### src/rtl/qspi_slave.sv
`default_nettype none
// ============================================================================
//  Module   : qspi_slave
//  Purpose  : Quad-I/O SPI target with a 32-byte memory window, oversampled
//             on the system clock, plus a byte-enabled local register bus.
//  Revision : 1.0 - initial release
// ============================================================================
module qspi_slave #(
    parameter int SYNC_STAGES  = 2,
    parameter int DUMMY_CYCLES = 4,
    parameter int ADDR_BYTES   = 3
) (
    input  logic        clk_i,
    input  logic        rst_i,
    input  logic        sclk_i,
    input  logic        cs_ni,
    input  logic [3:0]  io_i,
    output logic [3:0]  io_o,
    output logic [3:0]  io_oe_o,
    input  logic        write_i,
    input  logic [3:0]  data_be_i,
    input  logic [5:0]  addr_i,
    input  logic [31:0] wdata_i,
    output logic [31:0] rdata_o,
    output logic        irq_o
);

    localparam logic [7:0] c_CMD_READ   = 8'hEB;
    localparam logic [7:0] c_CMD_WRITE  = 8'h32;
    localparam logic [7:0] c_CMD_STAT   = 8'h05;
    localparam logic [7:0] c_ADDR_LAST  = 8'(2 * ADDR_BYTES - 1);
    localparam logic [7:0] c_DUMMY_LAST = 8'(DUMMY_CYCLES - 1);

    typedef enum logic [2:0] {
        S_IDLE   = 3'd0,
        S_CMD    = 3'd1,
        S_ADDR   = 3'd2,
        S_DUMMY  = 3'd3,
        S_RDATA  = 3'd4,
        S_WDATA  = 3'd5,
        S_STAT   = 3'd6,
        S_IGNORE = 3'd7
    } state_t;

    logic [SYNC_STAGES-1:0] r_sclk_sync;
    logic [SYNC_STAGES-1:0] r_cs_sync;
    logic [3:0]             r_io_sync [SYNC_STAGES];
    logic                   r_sclk_d;
    logic                   r_cs_d;

    state_t      r_state;
    logic [7:0]  r_cnt;
    logic        r_nib_sel;
    logic [3:0]  r_nib;
    logic [23:0] r_addr_sh;
    logic [4:0]  r_ptr;
    logic [7:0]  r_last_cmd;
    logic [23:0] r_last_addr;
    logic        r_wr_recv;
    logic        r_wr_any;
    logic [7:0]  r_mem [32];

    // cs_n chain resets to "asserted" so a select held low across reset never
    // shows a falling edge: that low period is ignored until cs_n rises.
    always_ff @(posedge clk_i) begin
        if (rst_i) begin
            r_sclk_sync <= '0;
            r_cs_sync   <= '0;
            r_sclk_d    <= 1'b0;
            r_cs_d      <= 1'b0;
            for (int i = 0; i < SYNC_STAGES; i++) r_io_sync[i] <= 4'h0;
        end else begin
            r_sclk_sync  <= {r_sclk_sync[SYNC_STAGES-2:0], sclk_i};
            r_cs_sync    <= {r_cs_sync[SYNC_STAGES-2:0], cs_ni};
            r_io_sync[0] <= io_i;
            for (int i = 1; i < SYNC_STAGES; i++) r_io_sync[i] <= r_io_sync[i-1];
            r_sclk_d     <= r_sclk_sync[SYNC_STAGES-1];
            r_cs_d       <= r_cs_sync[SYNC_STAGES-1];
        end
    end

    logic        w_sclk, w_cs_n, w_rise, w_fall, w_cs_fall, w_cs_rise;
    logic [3:0]  w_io;
    logic [23:0] w_addr_next;
    logic [7:0]  w_rd_byte, w_byte_wr;
    logic        w_qspi_we, w_clr_wr;

    assign w_sclk      = r_sclk_sync[SYNC_STAGES-1];
    assign w_cs_n      = r_cs_sync[SYNC_STAGES-1];
    assign w_io        = r_io_sync[SYNC_STAGES-1];
    assign w_rise      = w_sclk & ~r_sclk_d;
    assign w_fall      = ~w_sclk & r_sclk_d;
    assign w_cs_fall   = ~w_cs_n & r_cs_d;
    assign w_cs_rise   = w_cs_n & ~r_cs_d;
    assign w_addr_next = {r_addr_sh[19:0], w_io};
    assign w_byte_wr   = {r_nib, w_io};
    assign w_rd_byte   = (r_state == S_STAT) ? {6'b0, r_wr_recv, ~w_cs_n} : r_mem[r_ptr];
    assign w_qspi_we   = !rst_i && (r_state == S_WDATA) && w_rise && r_nib_sel && !w_cs_rise;
    assign w_clr_wr    = write_i && data_be_i[0] && (addr_i == 6'd0) && wdata_i[1];

    always_ff @(posedge clk_i) begin
        if (rst_i) begin
            r_state     <= S_IDLE;
            r_cnt       <= 8'd0;
            r_nib_sel   <= 1'b0;
            r_nib       <= 4'h0;
            r_addr_sh   <= 24'd0;
            r_ptr       <= 5'd0;
            r_last_cmd  <= 8'h00;
            r_last_addr <= 24'd0;
            r_wr_recv   <= 1'b0;
            r_wr_any    <= 1'b0;
            io_o        <= 4'h0;
            io_oe_o     <= 4'h0;
            irq_o       <= 1'b0;
        end else begin
            irq_o <= 1'b0;
            if (w_clr_wr) r_wr_recv <= 1'b0;
            if (w_cs_rise) begin
                r_state  <= S_IDLE;
                io_oe_o  <= 4'h0;
                irq_o    <= (r_last_cmd == c_CMD_WRITE) && r_wr_any;
                r_wr_any <= 1'b0;
            end else begin
                case (r_state)
                    S_IDLE: if (w_cs_fall) begin
                        r_state   <= S_CMD;
                        r_cnt     <= 8'd0;
                        r_nib_sel <= 1'b0;
                        r_wr_any  <= 1'b0;
                    end
                    S_CMD: if (w_rise) begin
                        r_nib_sel <= ~r_nib_sel;
                        if (!r_nib_sel) begin
                            r_nib <= w_io;
                        end else begin
                            r_last_cmd <= {r_nib, w_io};
                            r_cnt      <= 8'd0;
                            case ({r_nib, w_io})
                                c_CMD_READ, c_CMD_WRITE: r_state <= S_ADDR;
                                c_CMD_STAT:              r_state <= S_STAT;
                                default:                 r_state <= S_IGNORE;
                            endcase
                        end
                    end
                    S_ADDR: if (w_rise) begin
                        r_addr_sh <= w_addr_next;
                        if (r_cnt == c_ADDR_LAST) begin
                            r_last_addr <= w_addr_next;
                            r_ptr       <= w_addr_next[4:0];
                            r_cnt       <= 8'd0;
                            r_nib_sel   <= 1'b0;
                            if (r_last_cmd == c_CMD_WRITE) r_state <= S_WDATA;
                            else if (DUMMY_CYCLES == 0)    r_state <= S_RDATA;
                            else                           r_state <= S_DUMMY;
                        end else begin
                            r_cnt <= r_cnt + 8'd1;
                        end
                    end
                    S_DUMMY: if (w_rise) begin
                        if (r_cnt == c_DUMMY_LAST) r_state <= S_RDATA;
                        else                       r_cnt   <= r_cnt + 8'd1;
                    end
                    S_RDATA, S_STAT: if (w_fall) begin
                        io_oe_o   <= 4'hF;
                        io_o      <= r_nib_sel ? w_rd_byte[3:0] : w_rd_byte[7:4];
                        r_nib_sel <= ~r_nib_sel;
                        if (r_nib_sel && r_state == S_RDATA) r_ptr <= r_ptr + 5'd1;
                    end
                    S_WDATA: if (w_rise) begin
                        r_nib_sel <= ~r_nib_sel;
                        if (!r_nib_sel) begin
                            r_nib <= w_io;
                        end else begin
                            r_ptr     <= r_ptr + 5'd1;
                            r_wr_recv <= 1'b1;
                            r_wr_any  <= 1'b1;
                        end
                    end
                    default: ;
                endcase
            end
        end
    end

    logic [6:0] w_lane_addr [4];

    function automatic logic [7:0] f_rd_byte(input logic [6:0] a);
        logic [7:0] v;
        v = 8'h00;
        if (a[6:5] == 2'b01) begin
            v = r_mem[a[4:0]];
        end else begin
            case (a)
                7'h00:   v = {6'b0, r_wr_recv, ~w_cs_n};
                7'h04:   v = r_last_cmd;
                7'h08:   v = r_last_addr[7:0];
                7'h09:   v = r_last_addr[15:8];
                7'h0A:   v = r_last_addr[23:16];
                default: v = 8'h00;
            endcase
        end
        return v;
    endfunction

    for (genvar g = 0; g < 4; g++) begin : g_lane
        assign w_lane_addr[g]  = {1'b0, addr_i} + 7'(g);
        assign rdata_o[8*g +: 8] = data_be_i[g] ? f_rd_byte(w_lane_addr[g]) : 8'h00;
    end

    // The QSPI write is last so it wins a same-byte collision with the bus.
    always_ff @(posedge clk_i) begin
        for (int i = 0; i < 4; i++) begin
            if (write_i && data_be_i[i] && w_lane_addr[i][6:5] == 2'b01)
                r_mem[w_lane_addr[i][4:0]] <= wdata_i[8*i +: 8];
        end
        if (w_qspi_we) r_mem[r_ptr] <= w_byte_wr;
    end

endmodule
`default_nettype wire

### config.mk
export PLATFORM = sky130hd
export DESIGN_NAME = qspi_slave
export DESIGN_NICKNAME = d
export VERILOG_FILES = /design/src/rtl/qspi_slave.sv
export SDC_FILE = /design/constraint.sdc
export NUM_CORES = 2
export LEC_CHECK = 0
export BUFFER_PORTS_ARGS = -buffer_cell sky130_fd_sc_hd__buf_4
export CORE_MARGIN = 2
export CORE_UTILIZATION = 40
export CTS_BUF_LIST = sky130_fd_sc_hd__clkbuf_4
export CTS_CLUSTER_SIZE = 30
export DETAILED_ROUTE_END_ITERATION = 10
export SYNTH_ARGS = -nofsm -noshare
export SYNTH_HDL_FRONTEND = slang
export SYNTH_SLANG_ARGS = --single-unit
### constraint.sdc
create_clock -name clk_i -period 11.95 [get_ports clk_i]
set_clock_uncertainty 0.1 [all_clocks]
set_input_delay 1.195 -clock clk_i [delete_from_list [all_inputs] [get_ports clk_i]]
set_output_delay 1.195 -clock clk_i [all_outputs]
set_load 0.05 [all_outputs]
==> impl_metrics.json <==
{
  "dr.first_iter.drc_count": 7254,
  "grt_pass1_wl_mm": 286.5,
  "holdPathEnd": "r_last_addr[6]",
  "ant_nets": 0,
  "hold_buffers": 0,
  "max_freq_mhz": 137.6,
  "chipHeight_microns": 308.4,
  "clock_latency_ps": 1030,
  "syn_area_per_cell_sq_um": 9.312,
  "yosysSeqAreaShare_pct": 26.14,
  "io_pins": 92,
  "grt_overflow_total": 0,
  "ys_top_cells_by_count": "nand2_1, nor2_1, mux4_2",
  "min_path_cells": 2,
  "cts.reportedPaths.clkPinSlew_ps": 60,
  "critPathMaxFanout": 51,
  "cts_root_buf": "clkbuf_4",
  "synth_edf_count": 256,
  "routabilityCongestion": 1.082,
  "cts_resized": 0,
  "p_leak_nw": 13.56,
  "comb_power_share_pct": 27.0,
  "cts_tree": "done",
  "post_cts_buffers": 0,
  "clock_path_buffers": 3,
  "synth_compound_area_share_pct": 20.67,
  "clock-sinks": 356,
  "initial_utilization_pct": 40.38,
  "antenna_found_initial": 23,
  "final-hold-violation-count": 0,
  "irDropWorstVdd_v": 0.00005703,
  "finalCritPeriodShare_pct": 60.84,
  "ff2ff_setup_slack_ps": 7720,
  "drt-pass1-iter-count": 11,
  "grt_max_degree": 142,
  "synth_top_family_by_area": "multiplexers",
  "hold_start": "r_addr_sh[2]",
  "dp_hpwl_mm": 143.7,
  "synthFlopType": "edfxtp_1",
  "synth.most_common_cell": "nand2_1",
  "grt_pass1_vias": 35150,
  "nFillCells": 8918,
  "internal-power_mw": 2.205,
  "row_count": 111,
  "via_per_inst": 7.691,
  "dieArea_sq_mm": 0.09514,
  "die_w_microns": 308.4,
  "report.final.slew_viol_count": 0,
  "wire_per_inst_microns": 41.35,
  "seqPwrFrac_pct": 40.0,
  "synthToLayoutAreaGrowth_pct": 5.457,
  "p_sw_mw": 1.279,
  "crit_path_end_kind": "primary output",
  "cp.arrival_ps": 5970,
  "power_density_mw_per_mm2": 89.13,
  "syn_inst": 3981,
  "r2r_end": "r_mem[20][2]",
  "synth_fa_ha_area_share_pct": 0.5400,
  "switching_share_pct": 36.72,
  "required_ps": 10660,
  "htreeDepth": 3,
  "synth_area_leaders": "edfxtp_1, mux4_2, mux2i_1, dfxtp_1, nand2_1",
  "fin_total_pwr_mw": 3.485,
  "layout.nets": 3851,
  "period_minus_slack_ps": 7270,
  "synth_seq_cells": 356,
  "finalSetupTns_ps": 0,
  "synth_warnings": 0,
  "muxShareOfSynthArea_pct": 27.72,
  "drive_gt1_share_pct": 20.31,
  "synthXorXnorAreaFrac_pct": 0.7324,
  "hold_class": "flop to flop",
  "synth-simple-area-share_pct": 17.87,
  "drv_cap": 0,
  "route.detailed.drc": 0,
  "slew_headroom_pct": 4.302,
  "r2r_cells": 7,
  "num_vias": 39360,
  "rsz0062_at_grt": "no",
  "status": "complete, no violations",
  "setup_viol_count_final": 0,
  "crit_type": "primary input to primary output",
  "holdWs_ps": 332.8,
  "synth_nets": 4048,
  "clkPwrFrac_pct": 33.0,
  "critPathLaunchType": "primary input",
  "r2r_start": "r_state[1]",
  "synth.distinct_cells": 114,
  "wl_mm": 211.6,
  "cts_buffers": 101,
  "synth_top_area_cell": "edfxtp_1",
  "coreArea_sq_mm": 0.09180,
  "io_buffers": 91,
  "grt_usage_pct": 43.24,
  "syn_area_sq_mm": 0.03707,
  "synthArstFlopShare_pct": 0,
  "worst_slew_pin_slew_ps": 1426,
  "yosysTopAreaCellShare_pct": 20.74
}
## flip-flops by register name, indices dropped and copies added, names as in the netlist, named ones only
register / flops
r_last_cmd: 8
r_mem: 256
r_cs_d: 1
r_cnt: 8
io_oe_o: 1
r_last_addr: 24
r_wr_any: 1
r_wr_recv: 1
r_io_sync: 8
r_sclk_d: 1
r_addr_sh: 20
r_sclk_sync: 2
r_cs_sync: 2
irq_o: 1
io_o: 4
r_ptr: 5
r_state: 3
r_nib_sel: 1
r_nib: 4
## power by group through the flow
stage | combinational, mW | clock, mW | sequential, mW
after floorplan | 0.571 | 0 | 1.38
after global placement | 0.881 | 0 | 1.41
after detailed placement | 0.884 | 0 | 1.41
after CTS | 0.886 | 1.15 | 1.39
after global routing | 0.939 | 1.22 | 1.39
final | 0.941 | 1.15 | 1.39
## layer usage
metal | GRT usage, % | vias to the layer above | wire length (microns)
met5 | 0 | - | 99
met4 | 25.75 | 14 | 15890
met3 | 21.47 | 964 | 37840
met2 | 59.31 | 3984 | 83600
met1 | 54.12 | 19170 | 74170
li1 | - | 15230 | -
## critical path, cell delays in order
cell      delay, ps
buf_8           350
inv_1           550
ha_1            600
xnor2_4         560
buf_4           500
mux4_2          550
mux4_2          530
mux2i_1         480
a221oi_1        300
buf_4           300
## layout by cell type (no fill, tap or decap), types with 32 or more instances in the layout
cell,synthesis,routed
nand2_1,447,447
nand3_1,125,125
nor2_1,429,429
a21oi_1,91,91
dfxtp_1,100,91
buf_4,36,155
o31ai_1,45,45
a31oi_1,220,220
a211oi_1,106,99
o21ai_0,109,109
mux2_2,69,69
and3_1,99,98
clkbuf_4,0,145
a211o_1,130,130
o211ai_1,41,41
mux2i_1,282,282
edfxtp_1,256,256
mux4_2,287,287
a22oi_1,40,40
nor2b_1,32,32
nor3_1,74,67
inv_1,35,35
## cell type report
type / instances / area (sq um) / area share, %
Antenna cell: 14 / 35.03 / 0.08961
Clock inverter: 34 / 148.9 / 0.3808
Sequential cell: 356 / 9703 / 24.82
Multi-Input combinational cell: 3130 / 25220 / 64.50
Clock buffer: 145 / 1089 / 2.784
Timing Repair Buffer: 158 / 1210 / 3.095
Inverter: 37 / 138.9 / 0.3552
Tap cell: 1243 / 1555 / 3.978
## logic make-up after synthesis
group,Yosys count
AND/OR/NAND/NOR,1395
buffers and inverters,495
XOR/XNOR,22
adder cells (fa/ha/maj),16
flip-flops,356
AO/OA/AOI/OAI,1048
multiplexers,649
## per-stage QoR
step,setup slack (ps),area (sq um),std cells,util [%]
2_1_floorplan,5467,37070,3981,-
3_3_place_gp,4938,37820,4924,41.20
3_5_place_dp,4904,37820,4924,41.20
4_1_cts,4882,39060,5103,42.54
5_1_grt,4719,39070,5108,42.56
6_report,4680,39100,5117,42.59
## worst max path at each step
stage	cells after the start	end	start	slack, ps
2_1_floorplan	16	rdata_o[27]	addr_i[0]	5470
3_3_place_gp	10	rdata_o[31]	addr_i[0]	4940
3_5_place_dp	10	rdata_o[29]	addr_i[0]	4900
4_1_cts	10	rdata_o[29]	addr_i[0]	4880
5_1_grt	10	rdata_o[29]	addr_i[0]	4720
6_report	10	rdata_o[29]	addr_i[0]	4680
Note: power is estimated with default switching activity, not from simulation.
